File: config.mk
export PLATFORM = sky130hd
export DESIGN_NAME = ult_min_scheduler
export DESIGN_NICKNAME = d
export VERILOG_FILES = /design/src/rtl/ult_min_scheduler_pkg.sv /design/src/rtl/ult_min_scheduler_cmp.sv /design/src/rtl/ult_min_scheduler.sv
export SDC_FILE = /design/constraint.sdc
export NUM_CORES = 1
export LEC_CHECK = 0
export ABC_AREA = 0
export BUFFER_PORTS_ARGS = -buffer_cell sky130_fd_sc_hd__buf_2
export CAP_MARGIN = 20
export CORE_MARGIN = 2
export CORE_UTILIZATION = 37
export CTS_BUF_LIST = sky130_fd_sc_hd__clkbuf_8 sky130_fd_sc_hd__clkbuf_16
export DETAILED_ROUTE_END_ITERATION = 16
export PLACE_DENSITY = 0.65
export SYNTH_ARGS = -nofsm -noshare
export SYNTH_HDL_FRONTEND = slang
export SYNTH_SLANG_ARGS = --single-unit
File: constraint.sdc
create_clock -name CLK -period 8 [get_ports CLK]
set_input_delay 1.2 -clock CLK [delete_from_list [all_inputs] [get_ports CLK]]
set_output_delay 1.2 -clock CLK [all_outputs]
set_load 0.1 [all_outputs]
File: src/rtl/ult_min_scheduler_pkg.sv
// Shared definitions for the min-key scheduler: FSM encoding and a
// constant-evaluable clog2 used to size the grant index.
package ult_min_scheduler_pkg;

  localparam logic [1:0] ST_IDLE  = 2'd0;
  localparam logic [1:0] ST_SCAN  = 2'd1;
  localparam logic [1:0] ST_GRANT = 2'd2;

  function automatic int clog2(input int value);
    int result;
    result = 0;
    while ((32'sd1 <<< result) < value) begin
      result = result + 1;
    end
    return result;
  endfunction

endpackage

File: src/rtl/ult_min_scheduler_cmp.sv
// Unsigned less-than comparator; the single compare resource that the
// scheduler time-shares across all requesters.
module ult_cmp #(
  parameter int WIDTH = 8
) (
  input  logic [WIDTH-1:0] in0,
  input  logic [WIDTH-1:0] in1,
  output logic             out
);

  assign out = (in0 < in1);

endmodule

File: src/rtl/ult_min_scheduler.sv
// Smallest-key scheduler: snapshots the requests, walks them one per cycle
// through a shared comparator and presents the winner on a valid/ready grant.
module ult_min_scheduler
  import ult_min_scheduler_pkg::*;
#(
  parameter int N     = 4,
  parameter int WIDTH = 8,
  localparam int IDX_W = clog2(N)
) (
  input  logic               CLK,
  input  logic               RESET,
  input  logic [N-1:0]       req,
  input  logic [N*WIDTH-1:0] keys,
  input  logic               grant_ready,
  output logic               grant_valid,
  output logic [IDX_W-1:0]   grant_idx,
  output logic [WIDTH-1:0]   grant_key,
  output logic               busy
);

  localparam logic [IDX_W-1:0] PTR_LAST = IDX_W'(N - 1);
  localparam logic [IDX_W-1:0] PTR_ONE  = IDX_W'(1);

  logic [1:0]         state_r;
  logic [1:0]         state_nxt_s;
  logic [N-1:0]       mask_r;
  logic [N-1:0]       mask_nxt_s;
  logic [N*WIDTH-1:0] keys_r;
  logic [N*WIDTH-1:0] keys_nxt_s;
  logic [IDX_W-1:0]   ptr_r;
  logic [IDX_W-1:0]   ptr_nxt_s;
  logic [IDX_W-1:0]   best_idx_r;
  logic [IDX_W-1:0]   best_idx_nxt_s;
  logic [WIDTH-1:0]   best_key_r;
  logic [WIDTH-1:0]   best_key_nxt_s;
  logic               best_valid_r;
  logic               best_valid_nxt_s;
  logic               grant_valid_r;
  logic [IDX_W-1:0]   grant_idx_r;
  logic [WIDTH-1:0]   grant_key_r;
  logic               busy_r;
  logic [WIDTH-1:0]   cur_key_s;
  logic               lt_s;
  logic               take_s;

  assign cur_key_s = keys_r[ptr_r*WIDTH +: WIDTH];

  ult_cmp #(
    .WIDTH (WIDTH)
  ) u_cmp (
    .in0 (cur_key_s),
    .in1 (best_key_r),
    .out (lt_s)
  );

  // Strict less-than keeps the earlier (lower-index) winner on ties.
  assign take_s = mask_r[ptr_r] && (!best_valid_r || lt_s);

  // Next-state, snapshot and best-so-far update logic.
  always_comb begin
    state_nxt_s      = state_r;
    mask_nxt_s       = mask_r;
    keys_nxt_s       = keys_r;
    ptr_nxt_s        = ptr_r;
    best_idx_nxt_s   = best_idx_r;
    best_key_nxt_s   = best_key_r;
    best_valid_nxt_s = best_valid_r;
    case (state_r)
      ST_IDLE: begin
        if (req != {N{1'b0}}) begin
          state_nxt_s      = ST_SCAN;
          mask_nxt_s       = req;
          keys_nxt_s       = keys;
          ptr_nxt_s        = {IDX_W{1'b0}};
          best_valid_nxt_s = 1'b0;
        end else begin
          state_nxt_s = ST_IDLE;
        end
      end
      ST_SCAN: begin
        if (take_s) begin
          best_idx_nxt_s   = ptr_r;
          best_key_nxt_s   = cur_key_s;
          best_valid_nxt_s = 1'b1;
        end else begin
          best_valid_nxt_s = best_valid_r;
        end
        if (ptr_r == PTR_LAST) begin
          state_nxt_s = ST_GRANT;
        end else begin
          ptr_nxt_s = ptr_r + PTR_ONE;
        end
      end
      ST_GRANT: begin
        if (grant_valid_r && grant_ready) begin
          state_nxt_s = ST_IDLE;
        end else begin
          state_nxt_s = ST_GRANT;
        end
      end
      default: begin
        state_nxt_s = ST_IDLE;
      end
    endcase
  end

  // State, snapshot and registered grant outputs.
  always_ff @(posedge CLK) begin
    if (RESET) begin
      state_r       <= ST_IDLE;
      mask_r        <= {N{1'b0}};
      keys_r        <= {(N*WIDTH){1'b0}};
      ptr_r         <= {IDX_W{1'b0}};
      best_idx_r    <= {IDX_W{1'b0}};
      best_key_r    <= {WIDTH{1'b0}};
      best_valid_r  <= 1'b0;
      grant_valid_r <= 1'b0;
      grant_idx_r   <= {IDX_W{1'b0}};
      grant_key_r   <= {WIDTH{1'b0}};
      busy_r        <= 1'b0;
    end else begin
      state_r       <= state_nxt_s;
      mask_r        <= mask_nxt_s;
      keys_r        <= keys_nxt_s;
      ptr_r         <= ptr_nxt_s;
      best_idx_r    <= best_idx_nxt_s;
      best_key_r    <= best_key_nxt_s;
      best_valid_r  <= best_valid_nxt_s;
      grant_valid_r <= (state_nxt_s == ST_GRANT);
      busy_r        <= (state_nxt_s != ST_IDLE);
      // Grant payload is captured once, on the final scan step, then held.
      if ((state_r == ST_SCAN) && (state_nxt_s == ST_GRANT)) begin
        grant_idx_r <= best_idx_nxt_s;
        grant_key_r <= best_key_nxt_s;
      end else begin
        grant_idx_r <= grant_idx_r;
        grant_key_r <= grant_key_r;
      end
    end
  end

  assign grant_valid = grant_valid_r;
  assign grant_idx   = grant_idx_r;
  assign grant_key   = grant_key_r;
  assign busy        = busy_r;

endmodule

==> impl_metrics.yaml <==
grt:
  grt_max_degree: 56
  grt_util_met2_pct: 26.61
  antenna_found_initial: 0
  grt_pass1_wl_um: 13690
  grt_pass1_vias: 2875
  grt.met1_usage_pct: 24.42
  gr-total-overflow: 0
  grt_usage_pct: 17.29
  grt_busiest_layer: "met2"
  met3_usage_pct: 3.293
timing:
  fmax_mhz: 288.8
  setup_viol: 0
  layout_setup_ws_ns: 4.538
  slew_headroom_pct: 32.23
  skew_ns: 0.009586
  grt_setup_unrepaired: "no"
  setup_tns_ns: 0
  worstMarginPinSlew_ns: 1.017
  min_period_ns: 3.462
  hold_viol_final: 0
  maxSlewViolCount: 0
  min_period_over_period_pct: 43.28
setup_path:
  ff2ff_path_depth: 8
  crit_end: "grant_key[6]$_SDFFE_PP0P_"
  critPathCaptureType: "register"
  timing.rr.end: "best_key_r[2]$_SDFF_PP0_"
  crit_fanout: 55
  critPathLaunch: "RESET"
  cp_data_required_time_ns: 8.23
  r2r_slack_ns: 4.58
  crit_type: "input port to register"
  start_kind: "input port"
  crit_arrival_ns: 3.69
  reg2reg_from: "ptr_r[0]$_SDFFE_PP0P_"
final_layout:
  n_antenna_cell: 0
  final_nets: 489
  num-fill-cells: 917
  drive_above_1_share_pct: 19.02
  areaGrowthSynthToFinish_pct: 15.90
  mostFrequentLayoutCell: "nand2_1"
  most-common-layout-cells: "nand2_1 (101), dfxtp_1 (63), buf_2 (50)"
clock_network:
  cts.htree.levels: 3
  cts_buffers: 9
  cts_tree: "built"
  clk_latency_ns: 0.35
  cts_sinks: 63
  cts.clk_slew.worst_paths_ns: 0.07
  max-clock-path-buffers: 2
  cts_resized: 0
  post_cts_buffers: 0
  cts-root-buf: "clkbuf_8"
  hold_buffers: 0
place:
  hpwlAfterDp_um: 5507
  pre_cts_slack_ns: 4.220
  routabilityCongestion: 0.8025
  portBuffers: 50
power:
  leakage_nw: 1.477
  p_per_area_nw_per_um2: 210.9
  ir_worst_vdd_v: 0.0001032
logic_synthesis:
  synthCells: 408
  synth_top_cell_by_area: "dfxtp_1"
  synth_seq_cells: 63
  syn-num-nets: 455
  ys_warn_count: 0
  synth_xor_xnor_area_share_pct: 0
  synth_area_um2: 3282
  synthDistinctLibCells: 46
  async_reset_ff_share_pct: 0
  synth.mux.area_fraction_pct: 8.044
  synth_compound_area_share_pct: 22.80
  ys.flop_type: "dfxtp_1"
  syn_area_per_cell_um2: 8.044
  synth_top_family_by_area: "compound AO/OA/AOI/OAI gates"
  synthAdderAreaFrac_pct: 3.050
  synth_area_leaders: "dfxtp_1 (38%), nand2_1 (12%), a21oi_1 (7.0%)"
  synth_top_area_share_pct: 38.43
  yosys.area_share.simple_pct: 22.19
  synth_edf_count: 0
  ys_seq_area_share_pct: 38.43
floorplan:
  io-pin-count: 51
  rows: 34
  die-area_um2: 9639
  chipHeight_um: 98.18
  die_w_um: 98.18
  start_util_pct: 37.82
  coreArea_um2: 8678
drt:
  first_pass_iters: 5
  drc: 0
  wl_um: 8127
  viasPerCell: 5.514
  vias: 3060
  drtIter0Drc: 209
  drtAntennaViolNets: 0
  routedWlPerCell_um: 14.64
flow_run:
  maxCapViolCount: 0
status:
  status: "complete, no violations"
hold_path:
  hp-class: "register to register"
==> synthesized netlist by cell type (3+ instances only) <==
cell      number
mux2i_1       23
inv_1          8
nor3_1         3
and2_1         7
buf_1          3
nand2_1      101
dfxtp_1       63
or4_1          8
o221ai_1       7
a31oi_1        4
clkbuf_1      21
ha_1           8
o32a_1         7
o311ai_0      14
o21ai_0       10
a21oi_1       46
buf_2          6
a31o_2         7
and3_1         3
nor2_1        17
nand4_1        8
==> per-stage QoR <==
| step | instances | area (um2) | hold slack (ns) | util (%) | total power, mW |
|---|---|---|---|---|---|
| after floorplan | 408 | 3282 | 0.4331 | - | 0.4757 |
| after global placement | 537 | 3561 | 0.4416 | 41.03 | 0.5115 |
| after detailed placement | 537 | 3561 | 0.4472 | 41.03 | 0.5166 |
| after CTS | 553 | 3769 | 0.4566 | 43.43 | 0.8029 |
| after global routing | 555 | 3804 | 0.4717 | 43.83 | 0.8444 |
| final | 555 | 3804 | 0.4545 | 43.83 | 0.8022 |
==> final cells by class <==
cell class / instances / area, um2 / area share, %
Clock inverter: 5 / 56.30 / 1.480
Timing Repair Buffer: 56 / 315.3 / 8.289
Clock buffer: 11 / 151.4 / 3.980
Multi-Input combinational cell: 303 / 1851 / 48.65
Sequential cell: 63 / 1261 / 33.16
Inverter: 9 / 33.78 / 0.8882
Tap cell: 108 / 135.1 / 3.553
==> power by group <==
part	switching [mW]	leakage (nW)	internal, mW
logic	0.112	0.855	0.0557
registers	0.0133	0.517	0.334
clock network	0.127	0.105	0.160
total	0.252	1.48	0.550
==> worst min-delay path by stage <==
stage	from	endpoint	slack, ns	cells after the start
6_report	mask_r[1]$_SDFFE_PP0P_	mask_r[1]$_SDFFE_PP0P_	0.45	2
4_1_cts	keys_r[20]$_SDFFE_PP0P_	keys_r[20]$_SDFFE_PP0P_	0.46	2
2_1_floorplan	mask_r[2]$_SDFFE_PP0P_	mask_r[2]$_SDFFE_PP0P_	0.43	2
3_3_place_gp	mask_r[1]$_SDFFE_PP0P_	mask_r[1]$_SDFFE_PP0P_	0.44	2
5_1_grt	keys_r[20]$_SDFFE_PP0P_	keys_r[20]$_SDFFE_PP0P_	0.47	2
3_5_place_dp	keys_r[20]$_SDFFE_PP0P_	keys_r[20]$_SDFFE_PP0P_	0.45	2
==> sequential cells by signal (all words and copies together) (netlist names) <==
signal        count
keys_r           32
best_valid_r      1
grant_key         8
mask_r            4
grant_valid       1
ptr_r             2
grant_idx         2
best_key_r        8
best_idx_r        2
state_r           2
busy              1
==> kinds of logic after synthesis <==
| family | after synthesis |
|---|---|
| AOI/OAI and AO/OA | 109 |
| adders and majority gates | 8 |
| buffers and inverters | 42 |
| DFF | 63 |
| muxes | 25 |
| and+or+nand+nor | 161 |
==> metal layers <==
metal | wire length [um] | up-vias | share of wire, %
li1 | - | 1548 | -
met1 | 3995 | 1425 | 49
met2 | 3598 | 78 | 44
met3 | 429 | 9 | 5.3
met4 | 104 | 0 | 1.3
met5 | 0 | - | 0
==> critical path: stages <==
cell	delay, ns
buf_2	0.75
clkinv_1	0.90
o21ai_0	0.42
nor2_1	0.12
a32oi_1	0.21
nand2_1	0.08
(Power assumes the default switching activity.)
